### src/rtl/dru_phase_ctrl.sv
// dru_phase_ctrl: 4x-oversampling data-recovery phase controller.
// Histograms transition positions per sampling phase over fixed windows and
// steers the pick-off phase to the one opposite the densest edge phase, with
// hysteresis. Emits two recovered bits per clock plus lock/slip status.

// Per-phase saturating edge counter with end-of-window snapshot.
module dru_phase_cnt #(
  parameter int CNT_W = 8
) (
  input  logic             clk,
  input  logic             aresetn,
  input  logic             i_run,
  input  logic             i_term,
  input  logic [1:0]       i_edges,
  output logic [CNT_W-1:0] o_snap
);
  localparam logic [CNT_W:0] MAX = {1'b0, {CNT_W{1'b1}}};

  logic [CNT_W-1:0] r_cnt;
  logic [CNT_W-1:0] r_snap;
  logic [CNT_W:0]   w_sum;
  logic [CNT_W-1:0] w_sat;

  // one extra bit so the saturation test sees the carry
  assign w_sum  = {1'b0, r_cnt} + {{(CNT_W-1){1'b0}}, i_edges};
  assign w_sat  = (w_sum > MAX) ? {CNT_W{1'b1}} : w_sum[CNT_W-1:0];
  assign o_snap = r_snap;

  // accumulate; on the terminal cycle fold this cycle's edges into the snapshot
  always_ff @(posedge clk or negedge aresetn) begin
    if (!aresetn) begin
      r_cnt  <= '0;
      r_snap <= '0;
    end else if (!i_run) begin
      r_cnt  <= '0;
    end else if (i_term) begin
      r_snap <= w_sat;
      r_cnt  <= '0;
    end else begin
      r_cnt  <= w_sat;
    end
  end
endmodule

module dru_phase_ctrl #(
  parameter int WIN_CYCLES = 64,
  parameter int CNT_W      = 8,
  parameter int MIN_EDGES  = 16,
  parameter int HYST       = 2
) (
  input  logic       clk,
  input  logic       aresetn,
  input  logic       enable,
  input  logic [7:0] sample_window,
  output logic [1:0] data_out,
  output logic       data_valid,
  output logic [1:0] phase_sel,
  output logic       locked,
  output logic       slip,
  output logic       slip_dir
);
  localparam int WCW = $clog2(WIN_CYCLES);
  localparam int PW  = $clog2(HYST + 1);
  localparam int TW  = CNT_W + 2;

  logic [7:0]            r_s;
  logic                  r_sp;
  logic [WCW-1:0]        r_wcnt;
  logic                  r_dec;
  logic [PW-1:0]         r_pend;

  logic [7:0]            w_e;
  logic [3:0][1:0]       w_pe;
  logic [3:0][CNT_W-1:0] w_snap;
  logic                  w_term;
  logic [TW-1:0]         w_total;
  logic [1:0]            w_pmax;
  logic [1:0]            w_cand;
  logic [1:0]            w_dist;
  logic [1:0]            w_next;
  logic                  w_qual;

  // sample 0 compares against the last sample of the previous window
  assign w_e    = r_s ^ {r_s[6:0], r_sp};
  assign w_term = (r_wcnt == WCW'(WIN_CYCLES - 1));

  genvar gp;
  generate
    for (gp = 0; gp < 4; gp++) begin : g_ph
      assign w_pe[gp] = {1'b0, w_e[gp]} + {1'b0, w_e[gp+4]};
      dru_phase_cnt #(.CNT_W(CNT_W)) u_cnt (
        .clk     (clk),
        .aresetn (aresetn),
        .i_run   (enable),
        .i_term  (w_term),
        .i_edges (w_pe[gp]),
        .o_snap  (w_snap[gp])
      );
    end
  endgenerate

  assign w_total = {2'b00, w_snap[0]} + {2'b00, w_snap[1]}
                 + {2'b00, w_snap[2]} + {2'b00, w_snap[3]};
  assign w_qual  = (w_total >= TW'(MIN_EDGES));

  // densest edge phase; strict compare keeps the lowest index on ties
  always_comb begin
    w_pmax = 2'd0;
    for (int p = 1; p < 4; p++)
      if (w_snap[p] > w_snap[w_pmax]) w_pmax = 2'(p);
  end

  // sample opposite the edges; distance 2 breaks toward +1
  assign w_cand = w_pmax + 2'd2;
  assign w_dist = w_cand - phase_sel;
  assign w_next = phase_sel + ((w_dist == 2'd3) ? 2'd3 : 2'd1);

  // input stage, free-running regardless of enable
  always_ff @(posedge clk or negedge aresetn) begin
    if (!aresetn) begin
      r_s  <= '0;
      r_sp <= 1'b0;
    end else begin
      r_s  <= sample_window;
      r_sp <= r_s[7];
    end
  end

  // window counter; r_dec flags the cycle holding a fresh snapshot
  always_ff @(posedge clk or negedge aresetn) begin
    if (!aresetn) begin
      r_wcnt <= '0;
      r_dec  <= 1'b0;
    end else if (!enable) begin
      r_wcnt <= '0;
      r_dec  <= 1'b0;
    end else begin
      r_dec  <= w_term;
      r_wcnt <= w_term ? '0 : r_wcnt + 1'b1;
    end
  end

  // phase decision with hysteresis and wrap reporting
  always_ff @(posedge clk or negedge aresetn) begin
    if (!aresetn) begin
      phase_sel <= 2'd0;
      locked    <= 1'b0;
      slip      <= 1'b0;
      slip_dir  <= 1'b0;
      r_pend    <= '0;
    end else begin
      slip <= 1'b0;
      if (!enable) begin
        r_pend <= '0;
      end else if (r_dec) begin
        if (!w_qual) begin
          locked <= 1'b0;
          r_pend <= '0;
        end else if (w_cand == phase_sel) begin
          locked <= 1'b1;
          r_pend <= '0;
        end else if (r_pend == PW'(HYST - 1)) begin
          phase_sel <= w_next;
          locked    <= 1'b0;
          r_pend    <= '0;
          if (phase_sel == 2'd3 && w_next == 2'd0) begin
            slip     <= 1'b1;
            slip_dir <= 1'b1;
          end else if (phase_sel == 2'd0 && w_next == 2'd3) begin
            slip     <= 1'b1;
            slip_dir <= 1'b0;
          end
        end else begin
          r_pend <= r_pend + 1'b1;
        end
      end
    end
  end

  // recovered bits picked at the current phase from each UI
  always_ff @(posedge clk or negedge aresetn) begin
    if (!aresetn) begin
      data_out   <= 2'b00;
      data_valid <= 1'b0;
    end else begin
      data_out   <= {r_s[{1'b1, phase_sel}], r_s[{1'b0, phase_sel}]};
      data_valid <= enable;
    end
  end
endmodule

### config.mk
export PLATFORM = sky130hd
export DESIGN_NAME = dru_phase_ctrl
export DESIGN_NICKNAME = d
export VERILOG_FILES = /design/src/rtl/dru_phase_ctrl.sv
export SDC_FILE = /design/constraint.sdc
export NUM_CORES = 1
export LEC_CHECK = 0
export BUFFER_PORTS_ARGS = -buffer_cell sky130_fd_sc_hd__buf_2
export CORE_MARGIN = 4
export CORE_UTILIZATION = 39
export CTS_CLUSTER_DIAMETER = 30
export DETAILED_ROUTE_END_ITERATION = 6
export HOLD_SLACK_MARGIN = 0.03
export MAX_ROUTING_LAYER = met4
export SKIP_LAST_GASP = 1
export SYNTH_ARGS = -nofsm -noshare
export SYNTH_HDL_FRONTEND = slang
export SYNTH_SLANG_ARGS = --single-unit
### constraint.sdc
create_clock -name clk -period 5.6 [get_ports clk]
set_clock_uncertainty 0.05 [all_clocks]
set_input_delay 0.56 -clock clk [delete_from_list [all_inputs] [get_ports clk]]
set_output_delay 0.56 -clock clk [all_outputs]
set_load 0.01 [all_outputs]
==> results of run 1 <==
==> metrics by stage <==
| stage | total power [mW] | utilization, % |
|---|---|---|
| finish | 1.48 | 46.5 |
| global route | 1.55 | 46.5 |
| CTS | 1.50 | 45.8 |
| detailed placement | 0.821 | 43.1 |
| global placement | 0.817 | 43.1 |
| floorplan | 0.772 | - |
==> layer usage <==
metal	part of all wire [%]	global-route usage (%)	vias to the layer above	wire, um
li1	-	-	1803	-
met5	0	-	-	0
met3	3.8	2.76	10	417
met2	50	25.9	56	5450
met1	45	21.3	1735	4950
met4	1.7	6.23	0	189
==> worst max path at each step <==
| stage | endpoint | slack, ns | cells after the start |
|---|---|---|---|
| floorplan | slip_dir | 0.29 | 29 |
| global placement | slip_dir | 0.14 | 28 |
| detailed placement | slip_dir | -0.11 | 28 |
| CTS | slip_dir | 0.04 | 28 |
| global route | slip_dir | -0.000007 | 29 |
| finish | slip_dir | 0.35 | 26 |
==> cell families (layout without fill, tap and decap cells) <==
family,count (synthesis),after routing
buffers and inverters,33,77
flip-flops,90,90
adder cells (fa/ha/maj),61,61
XOR/XNOR,31,31
AND/OR/NAND/NOR,188,188
AO/OA/AOI/OAI,88,89
multiplexers,14,14
==> power groups by stage <==
stage / combinational (mW) / clock, mW / sequential (mW)
after CTS: 0.116 / 0.687 / 0.695
final: 0.112 / 0.670 / 0.695
after global placement: 0.112 / 0 / 0.706
after detailed placement: 0.113 / 0 / 0.708
after floorplan: 0.0682 / 0 / 0.704
after global routing: 0.134 / 0.717 / 0.699
==> sequential cells by signal (all words and copies together) (netlist names) <==
signal             cells
g_ph.u_cnt.r_cnt      32
r_sp                   1
r_s                    8
r_pend                 2
r_dec                  1
phase_sel              2
slip                   1
g_ph.u_cnt.o_snap     32
slip_dir               1
data_valid             1
locked                 1
data_out               2
r_wcnt                 6
==> layout by cell type (no fill, tap or decap), types with 10 or more instances in the layout <==
cell type  count
dfrtp_1       90
xnor2_1       16
buf_4         23
fa_1          20
nor2_1        76
a21oi_1       16
ha_1          41
nand3_1       15
and3_1        15
o21ai_0       42
xor2_1        15
nand2_1       51
a21o_1        10
buf_2         17
inv_1         19
==> what timing repair did <==
action                                  in CTS  in global routing
buffers inserted                             0                  6
gates resized for setup                      1                  7
hold buffers                                 1                  0
pin swaps                                    0                  4
endpoints found under the hold margin        9                  0
gates cloned                                 0                  1
endpoints found under the setup margin       1                  7
==> area by class of cell <==
cell class | instances | area share [%]
Clock buffer | 9 | 3.80
Tap cell | 172 | 3.63
Timing Repair Buffer | 42 | 4.70
Inverter | 19 | 1.20
Multi-Input combinational cell | 383 | 46.9
Clock inverter | 7 | 1.83
Sequential cell | 90 | 38.0
==> results.yml, run 1 <==
power:
  p_per_area_mw_per_mm2: 249
  ir_drop_v: 0.000169
  internal_power_mw: 1.12
  switching_share_pct: 24.3
  p_seq_share_pct: 47.0
  pwr-share-comb_pct: 7.6
  p_switching_uw: 359
  p_leak_nw: 2.88
  p_clk_share_pct: 45.4
drt:
  first_pass_iters: 4
  drt_iter0_drc: 123
  num_vias: 3604
  avgViaCountPerCell: 4.99
  ant_nets: 0
  totalWireLength_mm: 11.0
  drc: 0
  drt-wirelength-per-cell_um: 15.2
placed_design:
  dp.cells: 698
  place_congestion: 0.864
  pre_cts_ws_ns: -0.105
  io_buffers: 18
  place_area_mm2: 0.00551
  dp.final_hpwl_mm: 8.19
synthesis:
  synth-seq-cells: 90
  ys_warn_count: 0
  synth.top_cells.by_count: "dfrtp_1 (90), nor2_1 (76), nand2_1 (51)"
  avgSynthCellArea_um2: 10.2
  yosysMostFrequentCell: "dfrtp_1"
  synth_edf_count: 0
  yosysTopAreaCellShare_pct: 43.9
  synth_area_leaders: "dfrtp_1 (44%), ha_1 (10%), fa_1 (7.8%), nor2_1 (5.6%), o21ai_0 (4.2%)"
  yosys.area_share.simple_pct: 16.8
  synthMuxAreaShare_pct: 3.46
  synthesis.area_mm2: 0.00513
  synthesis.nets: 577
  synth_xor_area_share_pct: 5.29
  seq_area_frac_synth_pct: 43.9
  synth_top_family_by_area: "adder cells"
  synth_ff_type: "dfrtp_1"
  yosysTopAreaCell: "dfrtp_1"
  postSynthCellCount: 505
  async_flop_share_pct: 100
  synth-compound-area-share_pct: 10.2
  post_synth_num_cell_types: 41
  synthAdderAreaFrac_pct: 17.8
cts:
  htreeDepth: 3
  clk_pin_slew_ns: 0.07
  clock_latency_ns: 0.35
  cts_num_sinks: 90
  clk_path_buf_depth: 2
  cts_root_buf: "clkbuf_16"
  cts_buffers: 9
  cts_tree: "built"
floorplan:
  ioPinCount: 19
  die-width_um: 123
  die_h_um: 123
  initial_utilization_pct: 40.2
  core_area_mm2: 0.0128
  rows: 41
  fp.dieArea_mm2: 0.0151
setup_path:
  critPathLaunch: "g_ph[0].u_cnt.o_snap[5]"
  r2r-end: "slip_dir"
  critPathBufInv: 2
  reg2reg_slack_ns: 0.35
  worst-setup-path-type: "flop to flop"
  reg2reg_depth: 26
  r2r_start: "g_ph[0].u_cnt.o_snap[5]"
  arrival_ns: 5.43
  crit_path_end_kind: "flop"
  path_delay_family: "compound AO/OA/AOI/OAI gates"
  crit_slowest_cell: "or3_4"
  cpPeakStageDelay_ns: 0.39
  critPathLaunchType: "flop"
  crit_required_ns: 5.78
  crit_fanout: 5
timing:
  slew_headroom_pct: 32.6
  clock.fmax_mhz: 191
  report.final.slew_viol_count: 0
  min_period_ns: 5.25
  finalHoldViolations: 0
  tightestPinTransition_ns: 1.01
  timing.final.ws_setup_ns: 0.354
  tns_ns: 0
  whs_ns: 0.260
  setup_viol: 0
  finalCritPeriodShare_pct: 93.7
global_routing:
  grt_pass1_wl_mm: 18.6
  antenna_found_initial: 0
  grt_max_degree: 82
  grt_overflow: 0
  grtUsageTotal_pct: 16.4
  grt_pass1_vias: 3769
final_layout:
  drive_gt1_share_pct: 13.5
  multi_input_area_mm2: 0.00278
  n_antenna_cell: 0
  final-seq-area_mm2: 0.00225
  area_growth_pct: 15.6
  layout.nets: 617
  fillerInstances: 1184
  stdcell_area_mm2: 0.00593
  layoutNonFillerInstCount: 722
worst_hold_path:
  hold_end: "r_s[6]"
  hold_depth: 1
  hp-class: "primary input to flop"
  hp-start: "sample_window[6]"
status:
  status: "finished, final reports clean"
run:
  max_cap_viol_count: 0
(Power assumes the default switching activity.)
==> run 2, diff against run 1 <==
- CORE_UTILIZATION: 39 -> 37
==> run 2 against run 1 <==
Largest cell class unchanged; sequential power hardly changed; first-iteration DRC count is 1.6% higher; highest routed layer unchanged; cell count shrank 0.55%; via count rose by 1.5%; count of clock-buffer cells in the layout is 1 higher; setup slack worse by 0.035 ns; register-to-register slack got worse by 0.03 ns; largest power group unchanged; global-route usage is 1.5 points lower.
==> results.yml, run 2 (synthesis gave the netlist of run 1 again) <==
floorplan:
  rows: 42
  die_h_um: 126
  initial_utilization_pct: 38.3
  fp.dieArea_mm2: 0.0158
  core_area_mm2: 0.0134
  ioPinCount: 19
  die-width_um: 126
final_layout:
  final_cell_mix: "dfrtp_1 (89), nor2_1 (76), nand2_1 (51)"
  layout.nets: 609
  n_antenna_cell: 0
  drive_gt1_share_pct: 12.2
  area_growth_pct: 13.7
  layoutNonFillerInstCount: 718
  fillerInstances: 1262
  layout_commonest_cell: "dfrtp_1"
cts:
  cts_root_buf: "clkbuf_16"
  clock_latency_ns: 0.35
  cts_tree: "built"
  cts_buffers: 9
  cts_num_sinks: 90
  clk_pin_slew_ns: 0.07
  clk_path_buf_depth: 2
  htreeDepth: 3
timing:
  min_period_ns: 5.28
  finalCritPeriodShare_pct: 94.3
  report.final.slew_viol_count: 0
  tns_ns: 0
  slew_headroom_pct: 38.9
  finalHoldViolations: 0
  clock.fmax_mhz: 189
  tightestPinTransition_ns: 0.914
  setup_viol: 0
setup_path:
  reg2reg_depth: 27
  worst-setup-path-type: "flop to flop"
  arrival_ns: 5.47
  crit_required_ns: 5.79
  critPathLaunchType: "flop"
  crit_fanout: 9
  crit_path_end_kind: "flop"
placed_design:
  dp.final_hpwl_mm: 8.19
  place_congestion: 0.882
  io_buffers: 18
  dp.cells: 699
global_routing:
  grt_overflow: 0
  grtUsageTotal_pct: 15.0
  grt_max_degree: 69
  grt_pass1_wl_mm: 18.5
  grt_pass1_vias: 3839
  antenna_found_initial: 0
drt:
  first_pass_iters: 6
  drt_iter0_drc: 125
  totalWireLength_mm: 10.8
  drc: 0
  drt-wirelength-per-cell_um: 15.0
  num_vias: 3657
  ant_nets: 0
  avgViaCountPerCell: 5.09
power:
  p_per_area_mw_per_mm2: 241
  p_leak_nw: 2.82
  ir_drop_v: 0.000173
worst_hold_path:
  hp-class: "primary input to asynchronous set/reset pin"
status:
  status: "finished, final reports clean"
run:
  max_cap_viol_count: 0
[run 2: final timing paths]
check,start,to,slack (ns)
setup / recovery,g_ph[0].u_cnt.o_snap[1],slip_dir,0.32
hold / removal,aresetn,g_ph[2].u_cnt.r_cnt[6],0.05
setup reg to reg,g_ph[0].u_cnt.o_snap[1],slip_dir,0.32
hold reg to reg,r_s[7],r_sp,0.39
max in group asynchronous,aresetn,g_ph[1].u_cnt.o_snap[0],4.29
min in group clk,sample_window[6],r_s[6],0.27
[run 2: through the flow]
step                      util [%]  setup slack [ns]  total power [mW]  hold WS [ns]  area (um2)
after global routing          43.6           -0.0162              1.48        0.0538        5840
after detailed placement      41.0             0.141             0.820         0.376        5490
after floorplan                  -             0.290             0.772         0.214        5130
after CTS                     43.2             0.126              1.43        0.0480        5790
after global placement        41.0             0.320             0.816         0.367        5490
final                         43.6             0.319              1.41        0.0470        5840
[run 2: final cells by class]
type                       instances  area [um2]  area share, %
multi-input combinational        382        2770           47.5
sequential                        90        2250           38.6
clock buffer                      10         229           3.92
timing repair buffer              35         225           3.86
tap                              176         220           3.77
inverter                          19        71.3           1.22
clock inverter                     6        66.3           1.14
[run 2: metal layers]
metal | global-route usage, % | wire length (um) | vias up
met5 | - | 0 | -
met4 | 5.17 | 238 | 0
met3 | 2.33 | 279 | 16
met2 | 24.4 | 5240 | 53
met1 | 19.2 | 5030 | 1788
li1 | - | - | 1800
[run 2: worst max-delay path, stage by stage (launching register included)]
cell,delay [ns]
dfrtp_1,0.34
inv_1,0.05
ha_1,0.29
nor2b_1,0.13
o21a_1,0.16
o21ai_1,0.11
a21oi_1,0.08
o22a_1,0.18
buf_6,0.16
mux2i_4,0.19
ha_1,0.29
nor2b_1,0.13
o211ai_1,0.18
a21oi_2,0.10
o21ai_2,0.27
buf_6,0.17
nor2_1,0.04
a21o_1,0.16
ha_1,0.31
nand4_1,0.13
a21oi_1,0.14
o22a_1,0.21
a21oi_1,0.06
ha_1,0.35
nand2_1,0.10
or3_4,0.38
nand4_4,0.13
mux2_4,0.30
[run 2: what timing repair did]
| item | 4_1_cts | 5_1_grt |
|---|---|---|
| resized for setup | 0 | 9 |
| endpoints found under the hold margin | 0 | 0 |
| hold buffers | 0 | 0 |
| setup buffers | 0 | 2 |
| endpoints found under the setup margin | 0 | 4 |
[run 2: power by group]
| part | internal [mW] | switching, mW |
|---|---|---|
| logic | 0.0402 | 0.0702 |
| clock network | 0.348 | 0.257 |
| registers | 0.677 | 0.0178 |
==> run 3, diff against run 2 <==
==> constraint.sdc (replaced) <==
create_clock -name clk -period 5.6 [get_ports clk]
set_clock_uncertainty 0.05 [all_clocks]
set_input_delay 1.68 -clock clk [delete_from_list [all_inputs] [get_ports clk]]
set_output_delay 1.68 -clock clk [all_outputs]
set_load 0.01 [all_outputs]
==> run 3 against run 2 <==
Sequential cell count stayed put; combinational power hardly changed; sequential power hardly changed; via count is 0.46% higher; first-iteration DRC count is 12% higher; final area is 3.1% higher; maximum frequency is 0.81% lower; utilization is 1.4 points higher; die area stayed put; count of clock-buffer cells in the layout is 2 higher; critical path type unchanged; critical endpoint unchanged; largest cell class unchanged.
==> results.yml, run 3 (synthesis gave the netlist of run 1 again) <==
final_layout:
  layout.nets: 616
  final-seq-area_mm2: 0.00225
  layoutNonFillerInstCount: 725
  n_antenna_cell: 0
  layout_commonest_cell: "dfrtp_1"
  drive_gt1_share_pct: 16.2
  area_growth_pct: 17.3
  fillerInstances: 1263
  multi_input_area_mm2: 0.00289
  final_cell_mix: "dfrtp_1 (89), nor2_1 (75), nand2_1 (49)"
timing:
  timing.final.ws_setup_ns: 0.276
  slew_headroom_pct: 37.4
  min_period_ns: 5.32
  finalHoldViolations: 0
  finalCritPeriodShare_pct: 95.1
  setup_viol: 0
  clock.fmax_mhz: 188
  report.final.slew_viol_count: 0
  tns_ns: 0
  whs_ns: 0.391
  tightestPinTransition_ns: 0.937
power:
  p_per_area_mw_per_mm2: 237
  pwr-share-comb_pct: 7.9
  power.total_mw: 1.43
  internal_power_mw: 1.09
  p_switching_uw: 338
  p_clk_share_pct: 43.4
  p_leak_nw: 2.88
  switching_share_pct: 23.7
  p_seq_share_pct: 48.7
  ir_drop_v: 0.000177
placed_design:
  dp.cells: 699
  dp.final_hpwl_mm: 8.19
  io_buffers: 18
  pre_cts_ws_ns: 0.133
  place_congestion: 0.875
floorplan:
  fp.dieArea_mm2: 0.0158
  ioPinCount: 19
  initial_utilization_pct: 38.3
  rows: 42
  core_area_mm2: 0.0134
  die-width_um: 126
  die_h_um: 126
global_routing:
  grtUsageTotal_pct: 14.8
  grt_max_degree: 51
  grt_pass1_wl_mm: 18.4
  grt_overflow: 0
  grt_pass1_vias: 3770
  antenna_found_initial: 0
cts:
  cts_hold_buf: 0
  cts_num_sinks: 90
  clk_path_buf_depth: 2
  cts_buffers: 9
  cts_tree: "built"
  clk_pin_slew_ns: 0.07
  clock_latency_ns: 0.34
  htreeDepth: 3
  cts_root_buf: "clkbuf_16"
drt:
  first_pass_iters: 4
  totalWireLength_mm: 10.9
  avgViaCountPerCell: 5.07
  num_vias: 3674
  drt_iter0_drc: 140
  ant_nets: 0
  drt-wirelength-per-cell_um: 15.1
  drc: 0
setup_path:
  crit_path_end_kind: "flop"
  critPathLaunch: "g_ph[1].u_cnt.o_snap[1]"
  worst-setup-path-type: "flop to flop"
  arrival_ns: 5.51
  critPathLaunchType: "flop"
  crit_slowest_cell: "or3_4"
  crit_fanout: 5
  r2r_start: "g_ph[1].u_cnt.o_snap[1]"
  crit_required_ns: 5.78
  reg2reg_slack_ns: 0.28
  cpPeakStageDelay_ns: 0.40
worst_hold_path:
  hp-start: "r_s[7]"
  hp-class: "flop to flop"
run:
  max_cap_viol_count: 0
status:
  status: "finished, final reports clean"
==> run 3: layout make-up <==
type                       count  share of cell area (%)
clock buffer                  12                    4.26
clock inverter                 4                   0.831
inverter                      19                    1.18
multi-input combinational    382                    48.0
sequential                    90                    37.4
tap                          176                    3.66
timing repair buffer          42                    4.68
==> run 3: power groups by stage <==
stage | Clock (mW) | Combinational (mW) | Sequential, mW
floorplan | 0 | 0.0682 | 0.704
global placement | 0 | 0.111 | 0.705
detailed placement | 0 | 0.114 | 0.707
finish | 0.618 | 0.112 | 0.695
CTS | 0.630 | 0.115 | 0.695
global route | 0.664 | 0.130 | 0.698
==> run 3: through the flow <==
step                util, %  cell area (um2)
floorplan                 -             5130
CTS                    43.3             5800
global placement       41.0             5490
global route           44.9             6020
finish                 44.9             6020
detailed placement     41.0             5490
==> run 3: routing by layer <==
| metal | global-route usage (%) | wire, um |
|---|---|---|
| met5 | - | 0 |
| met4 | 6.81 | 297 |
| met3 | 2.46 | 269 |
| met2 | 23.4 | 5310 |
| met1 | 18.8 | 5050 |
==> run 3: timing repair <==
item	CTS	global route
setup buffers	0	8
resized for setup	0	31
endpoints found under the setup margin	0	5
==> run 3: worst paths after layout <==
| path | end | cells after the start |
|---|---|---|
| worst max-delay path | slip_dir | 26 |
| worst min register to register | r_sp | 0 |
| min in group asynchronous | g_ph[1].u_cnt.r_cnt[0] | 1 |
| max in group asynchronous | g_ph[1].u_cnt.o_snap[0] | 2 |
| worst max register to register | slip_dir | 26 |
| worst min-delay path | r_sp | 0 |
==> run 3: worst max-delay path, delay by kind of cell, from the launching register on <==
family,cells,cell delay [ns]
DFF,1,0.38
AOI/OAI and AO/OA,11,1.69
muxes,3,0.81
and+or+nand+nor,6,0.95
buffers and inverters,2,0.29
adders and majority gates,4,1.05
